## config.mk

```make
export PLATFORM = sky130hd
export DESIGN_NAME = sprite_ram_dma
export DESIGN_NICKNAME = d
export VERILOG_FILES = /design/src/rtl/sprite_ram_dma_pkg.sv /design/src/rtl/sprite_ram_dma.sv
export SDC_FILE = /design/constraint.sdc
export NUM_CORES = 1
export LEC_CHECK = 0
export CAP_MARGIN = 25
export CORE_MARGIN = 2
export CORE_UTILIZATION = 50
export DETAILED_ROUTE_END_ITERATION = 16
export PLACE_DENSITY = 0.84
export SLEW_MARGIN = 20
export SYNTH_ARGS = -nofsm -noshare
export SYNTH_HDL_FRONTEND = slang
export SYNTH_SLANG_ARGS = --single-unit
export TNS_END_PERCENT = 100
```

## constraint.sdc

```tcl
create_clock -name clk_50MHz -period 9.2 [get_ports clk_50MHz]
set_input_delay 1.84 -clock clk_50MHz [delete_from_list [all_inputs] [get_ports clk_50MHz]]
set_output_delay 1.84 -clock clk_50MHz [all_outputs]
set_load 0.02 [all_outputs]
```

## src/rtl/sprite_ram_dma_pkg.sv

```systemverilog
// sprite_ram_dma_pkg: shared AHB codes, sprite RAM constants and the DMA state/request types.
// Latency: n/a (types and constants only).
// Backpressure: n/a.
package sprite_ram_dma_pkg;

    localparam int          SPRITE_NUM_MAX  = 64;
    localparam logic [1:0]  HTRANS_IDLE     = 2'b00;
    localparam logic [1:0]  HTRANS_NONSEQ   = 2'b10;
    localparam logic [2:0]  HSIZE_WORD      = 3'b010;
    localparam logic [2:0]  HBURST_SINGLE   = 3'b000;
    localparam logic [3:0]  HPROT_DATA      = 4'b0011;
    localparam logic [31:0] SPRITE_RAM_BASE = 32'h4000_0000;

    typedef enum logic [2:0] {
        ST_IDLE = 3'd0,
        ST_RD_A = 3'd1,
        ST_RD_D = 3'd2,
        ST_WR_A = 3'd3,
        ST_WR_D = 3'd4,
        ST_FIN  = 3'd5
    } dma_state_t;

    // Request parameters captured when a start is accepted; bases are word aligned.
    typedef struct packed {
        logic        fill_en;
        logic [31:0] fill_data;
        logic [31:0] src_base;
        logic [31:0] dst_base;
    } dma_req_t;

    // Byte address of word idx above base; wraps modulo 2^32.
    function automatic logic [31:0] word_addr(input logic [31:0] base, input logic [31:0] idx);
        return base + (idx << 2);
    endfunction

endpackage

```

## src/rtl/sprite_ram_dma.sv

```systemverilog
// sprite_ram_dma: AHB-Lite master that copies SPRITE_NUM words into the sprite RAM or fills it with a constant.
// Latency: start to done is 4*SPRITE_NUM+1 cycles (copy) or 2*SPRITE_NUM+1 cycles (fill) with zero wait states.
// Backpressure: every address and data phase holds while HREADY=0; only one transfer is ever outstanding.
module sprite_ram_dma
    import sprite_ram_dma_pkg::*;
#(
    parameter int SPRITE_NUM = SPRITE_NUM_MAX,
    parameter int CNT_BIT    = 7
) (
    input  logic        clk_50MHz,
    input  logic        rst,
    input  logic        start,
    input  logic        fill_en,
    input  logic [31:0] fill_data,
    input  logic [31:0] src_base,
    input  logic [31:0] dst_base,
    output logic        busy,
    output logic        done,
    output logic        err,
    output logic [31:0] HADDR,
    output logic [1:0]  HTRANS,
    output logic        HWRITE,
    output logic [2:0]  HSIZE,
    output logic [2:0]  HBURST,
    output logic [3:0]  HPROT,
    output logic [31:0] HWDATA,
    input  logic        HREADY,
    input  logic [31:0] HRDATA,
    input  logic        HRESP
);

    dma_state_t         state;
    dma_state_t         state_nxt;
    dma_req_t           req;
    logic [CNT_BIT-1:0] cnt;
    logic [31:0]        data_q;
    logic               accept;
    logic               cnt_inc;
    logic               data_cap;
    logic               err_set;
    logic               last;

    assign last   = (cnt == CNT_BIT'(SPRITE_NUM - 1));
    assign HSIZE  = HSIZE_WORD;
    assign HBURST = HBURST_SINGLE;
    assign HPROT  = HPROT_DATA;

    // State register; reset drops straight back to IDLE so the bus sees HTRANS=IDLE at once.
    always_ff @(posedge clk_50MHz or posedge rst) begin
        if (rst) begin
            state <= ST_IDLE;
        end else begin
            state <= state_nxt;
        end
    end

    // Request latch, entry counter, read-data holding register and sticky error flag.
    always_ff @(posedge clk_50MHz or posedge rst) begin
        if (rst) begin
            req    <= '0;
            cnt    <= '0;
            data_q <= '0;
            err    <= 1'b0;
        end else begin
            if (accept) begin
                req.fill_en   <= fill_en;
                req.fill_data <= fill_data;
                req.src_base  <= src_base & 32'hFFFF_FFFC;
                req.dst_base  <= dst_base & 32'hFFFF_FFFC;
                cnt           <= '0;
                err           <= 1'b0;
            end
            if (cnt_inc) begin
                cnt <= cnt + CNT_BIT'(1);
            end
            if (data_cap) begin
                data_q <= HRDATA;
            end
            if (err_set) begin
                err <= 1'b1;
            end
        end
    end

    // Next-state decode and bus drive: address phases issue NONSEQ, data phases keep HTRANS=IDLE.
    always_comb begin
        state_nxt = state;
        accept    = 1'b0;
        cnt_inc   = 1'b0;
        data_cap  = 1'b0;
        err_set   = 1'b0;
        busy      = 1'b0;
        done      = 1'b0;
        HTRANS    = HTRANS_IDLE;
        HWRITE    = 1'b0;
        HADDR     = '0;
        HWDATA    = '0;
        unique case (state)
            ST_IDLE: begin
                if (start) begin
                    accept    = 1'b1;
                    state_nxt = fill_en ? ST_WR_A : ST_RD_A;
                end
            end
            ST_RD_A: begin
                busy   = 1'b1;
                HTRANS = HTRANS_NONSEQ;
                HADDR  = word_addr(req.src_base, 32'(cnt));
                if (HREADY) begin
                    state_nxt = ST_RD_D;
                end
            end
            ST_RD_D: begin
                busy = 1'b1;
                if (HREADY) begin
                    if (HRESP) begin
                        err_set   = 1'b1;
                        state_nxt = ST_FIN;
                    end else begin
                        data_cap  = 1'b1;
                        state_nxt = ST_WR_A;
                    end
                end
            end
            ST_WR_A: begin
                busy   = 1'b1;
                HTRANS = HTRANS_NONSEQ;
                HWRITE = 1'b1;
                HADDR  = word_addr(req.dst_base, 32'(cnt));
                if (HREADY) begin
                    state_nxt = ST_WR_D;
                end
            end
            ST_WR_D: begin
                busy   = 1'b1;
                HWDATA = req.fill_en ? req.fill_data : data_q;
                if (HREADY) begin
                    if (HRESP) begin
                        err_set   = 1'b1;
                        state_nxt = ST_FIN;
                    end else if (last) begin
                        state_nxt = ST_FIN;
                    end else begin
                        cnt_inc   = 1'b1;
                        state_nxt = req.fill_en ? ST_WR_A : ST_RD_A;
                    end
                end
            end
            ST_FIN: begin
                done      = 1'b1;
                state_nxt = ST_IDLE;
            end
            default: begin
                state_nxt = ST_IDLE;
            end
        endcase
    end

endmodule
```

==> reports/qor.csv <==
metric,value,unit
top_level_ports,214,
die_w,125.3,um
rsz0062_at_grt,false,
fp.dieH,125.3,um
synth-seq-cells,136,
final_cell_mix,"clkdlybuf4s50_1 (196), dfrtp_1 (135), mux2_2 (127)",
wl_per_cell,17.28,um
tightest_slew,1037,ps
synth_top_family_by_area,multiplexers,
cts.clk_slew.worst_paths,60,ps
max-vdd-ir-drop,0.0001731,V
fp.dieArea,15700,um^2
synthMuxAreaShare,26.68,%
cts_tree,built,
drcViolationCount,0,
ys_types,48,
period_minus_slack,6693,ps
p_leak,4.234,nW
relSlewSlack,30.85,%
clock_latency,430,ps
portBuffers,196,
syn_area,7358,um^2
cts.sinks,136,
synth-compound-area-share,4.846,%
routed_wl,18150,um
cp-start-kind,flip-flop,
grt_antenna_before_repair,0,
cts-htree-levels,4,
synth_top_flop_cell,dfrtp_1,
powerDensity,319.1,nW/um^2
gp_congestion,0.8323,
slowest_delay,710,ps
cp_max_fo,30,
hold_viol,0,
start_util,50.82,%
slowest_stage,inv_2,
path_cells,nand3b_4 > inv_2 > nand2_1 > nand2_1 > ha_1 > a21o_1 > a21o_1 > a221o_1 > and2_4 > or2_1 > a21oi_1 > clkdlybuf4s50_1,
synth-async-reset-ratio,100.0,%
numCtsBuffers,17,
setup_tns,0,ps
synth_edf_count,0,
grt_pass1_wl,29740,um
grt-ovfl-total,0,
yosysTopAreaCell,dfrtp_1,
fp-row-count,44,
cp.arrival,4850,ps
syn_inst,667,
root_buffer,clkbuf_16,
fillers,1095,
synth-warning-count,0,
area_growth_syn_to_layout,35.78,%
max_freq,0.1494,GHz
skew,10.37,ps
min_period_over_period,72.75,%
setup_viol,0,
dr.pass1.iters,4,
vias,5718,
antenna_left,0,
cts_buffer_depth,2,
final_common_cell,clkdlybuf4s50_1,
post_cts_buffers,0,
nets,998,
crit_required,7360,ps
worst_hold_path_type,reg -> reg,
viasPerCell,5.446,
diodes,0,
grt_start_max_net_pins,77,
synth.top_cells.by_area,"dfrtp_1 (46%), mux2_2 (19%), mux2i_1 (6.9%), nor2_1 (3.5%), nand2_1 (3.2%)",
regArea,3405,um^2
synth-xor-area-share,3.452,%
grt_usage,23.81,%
outcome,completed,
synth_top_area_share,46.25,%
end_kind,output pin,
postCtsResizedCells,0,
place_hpwl,12490,um
layout-drive-gt1-share,20.79,%
holdWs,501.9,ps
drv_cap,0,
multi_input_area,3705,um^2
synthAdderAreaFrac,1.972,%
yosys.area_share.simple,12.65,%
seq_area_frac_synth,46.25,%
drtIter0Drc,422,
hold_buffers,0,
synth_area_per_cell,11.03,um^2
core,14480,um^2
criticalPathCategory,reg -> out,
grt_pass1_vias,5975,
slew_violations,0,
[flip-flops by register name, summed over array words and instances (netlist names)]
name / count
cnt: 7
data_q: 32
err: 1
req: 93
state: 3
[final timing paths]
check,startpoint,to,slack (ps),cells after the start
hold / removal,req[13],req[13],500,1
setup / recovery,state[0],HADDR[19],2510,12
min in group asynchronous,rst,req[54],1850,2
hold reg to reg,req[13],req[13],500,1
max in group asynchronous,rst,req[25],6320,4
setup reg to reg,state[2],req[87],6680,5
[synth_stat cells, drive strengths merged (2+ instances only)]
library cell	count
and3	4
a21o	6
xor2	8
ha	10
a31o	3
clkbuf	14
xnor2	21
nand2	63
mux2	127
nand4	11
buf	35
nor3	5
nor2b	4
o31ai	2
a21oi	12
o22ai	4
mux2i	52
nand3	31
dfrtp	136
and2	3
nor2	68
conb	2
or2	2
and4	4
nand3b	5
o21ai	14
inv	8
a32oi	2
[where the power goes]
part / total (mW) / internal (mW) / switching, mW
registers: 1.15 / 0.892 / 0.258
clock network: 0.643 / 0.373 / 0.270
logic: 1.40 / 0.752 / 0.643
total: 3.19 / 2.02 / 1.17
[critical path, delay by kind of cell, from the launching register on]
family                     cells  cell delay (ps)
AOI/OAI and AO/OA              4             1020
buffers and inverters          2             1340
adders and majority gates      1              290
DFF                            1              650
and+or+nand+nor                5             1100
[layer usage]
metal	track usage, %	wire (um)
met3	8.002	1316
met1	28.40	7264
met4	7.712	307
met5	0	0
met2	40.70	9258
[stage by stage]
stage / utilization [%] / cells / cell area [um^2] / power (mW) / setup slack, ps
floorplan: - / 678 / 7400 / 2.091 / 3721
finish: 69.00 / 1050 / 9991 / 3.188 / 2507
global route: 69.00 / 1050 / 9991 / 3.393 / 2249
detailed placement: 64.90 / 1016 / 9397 / 2.542 / 3004
CTS: 68.73 / 1048 / 9952 / 3.203 / 2539
global placement: 64.79 / 1015 / 9382 / 2.491 / 2991
[logic make-up (layout without fill, tap and decap cells)]
logic type                 Yosys count  count (layout)
AOI/OAI and AO/OA                   51              51
xor gates and xnor gates            29              29
adders and majority gates           11              11
buffers and inverters               57             245
DFF                                136             136
muxes                              179             179
other                                2              13
and+or+nand+nor                    202             202
[area by class of cell]
cell class / instances / share of cell area [%]
Timing Repair Buffer: 205 / 20.63
Inverter: 8 / 0.3507
Sequential cell: 136 / 34.08
Clock inverter: 13 / 1.227
Multi-Input combinational cell: 485 / 37.08
Clock buffer: 19 / 4.333
Tap cell: 184 / 2.304
Power figures use the tool's default switching activity.
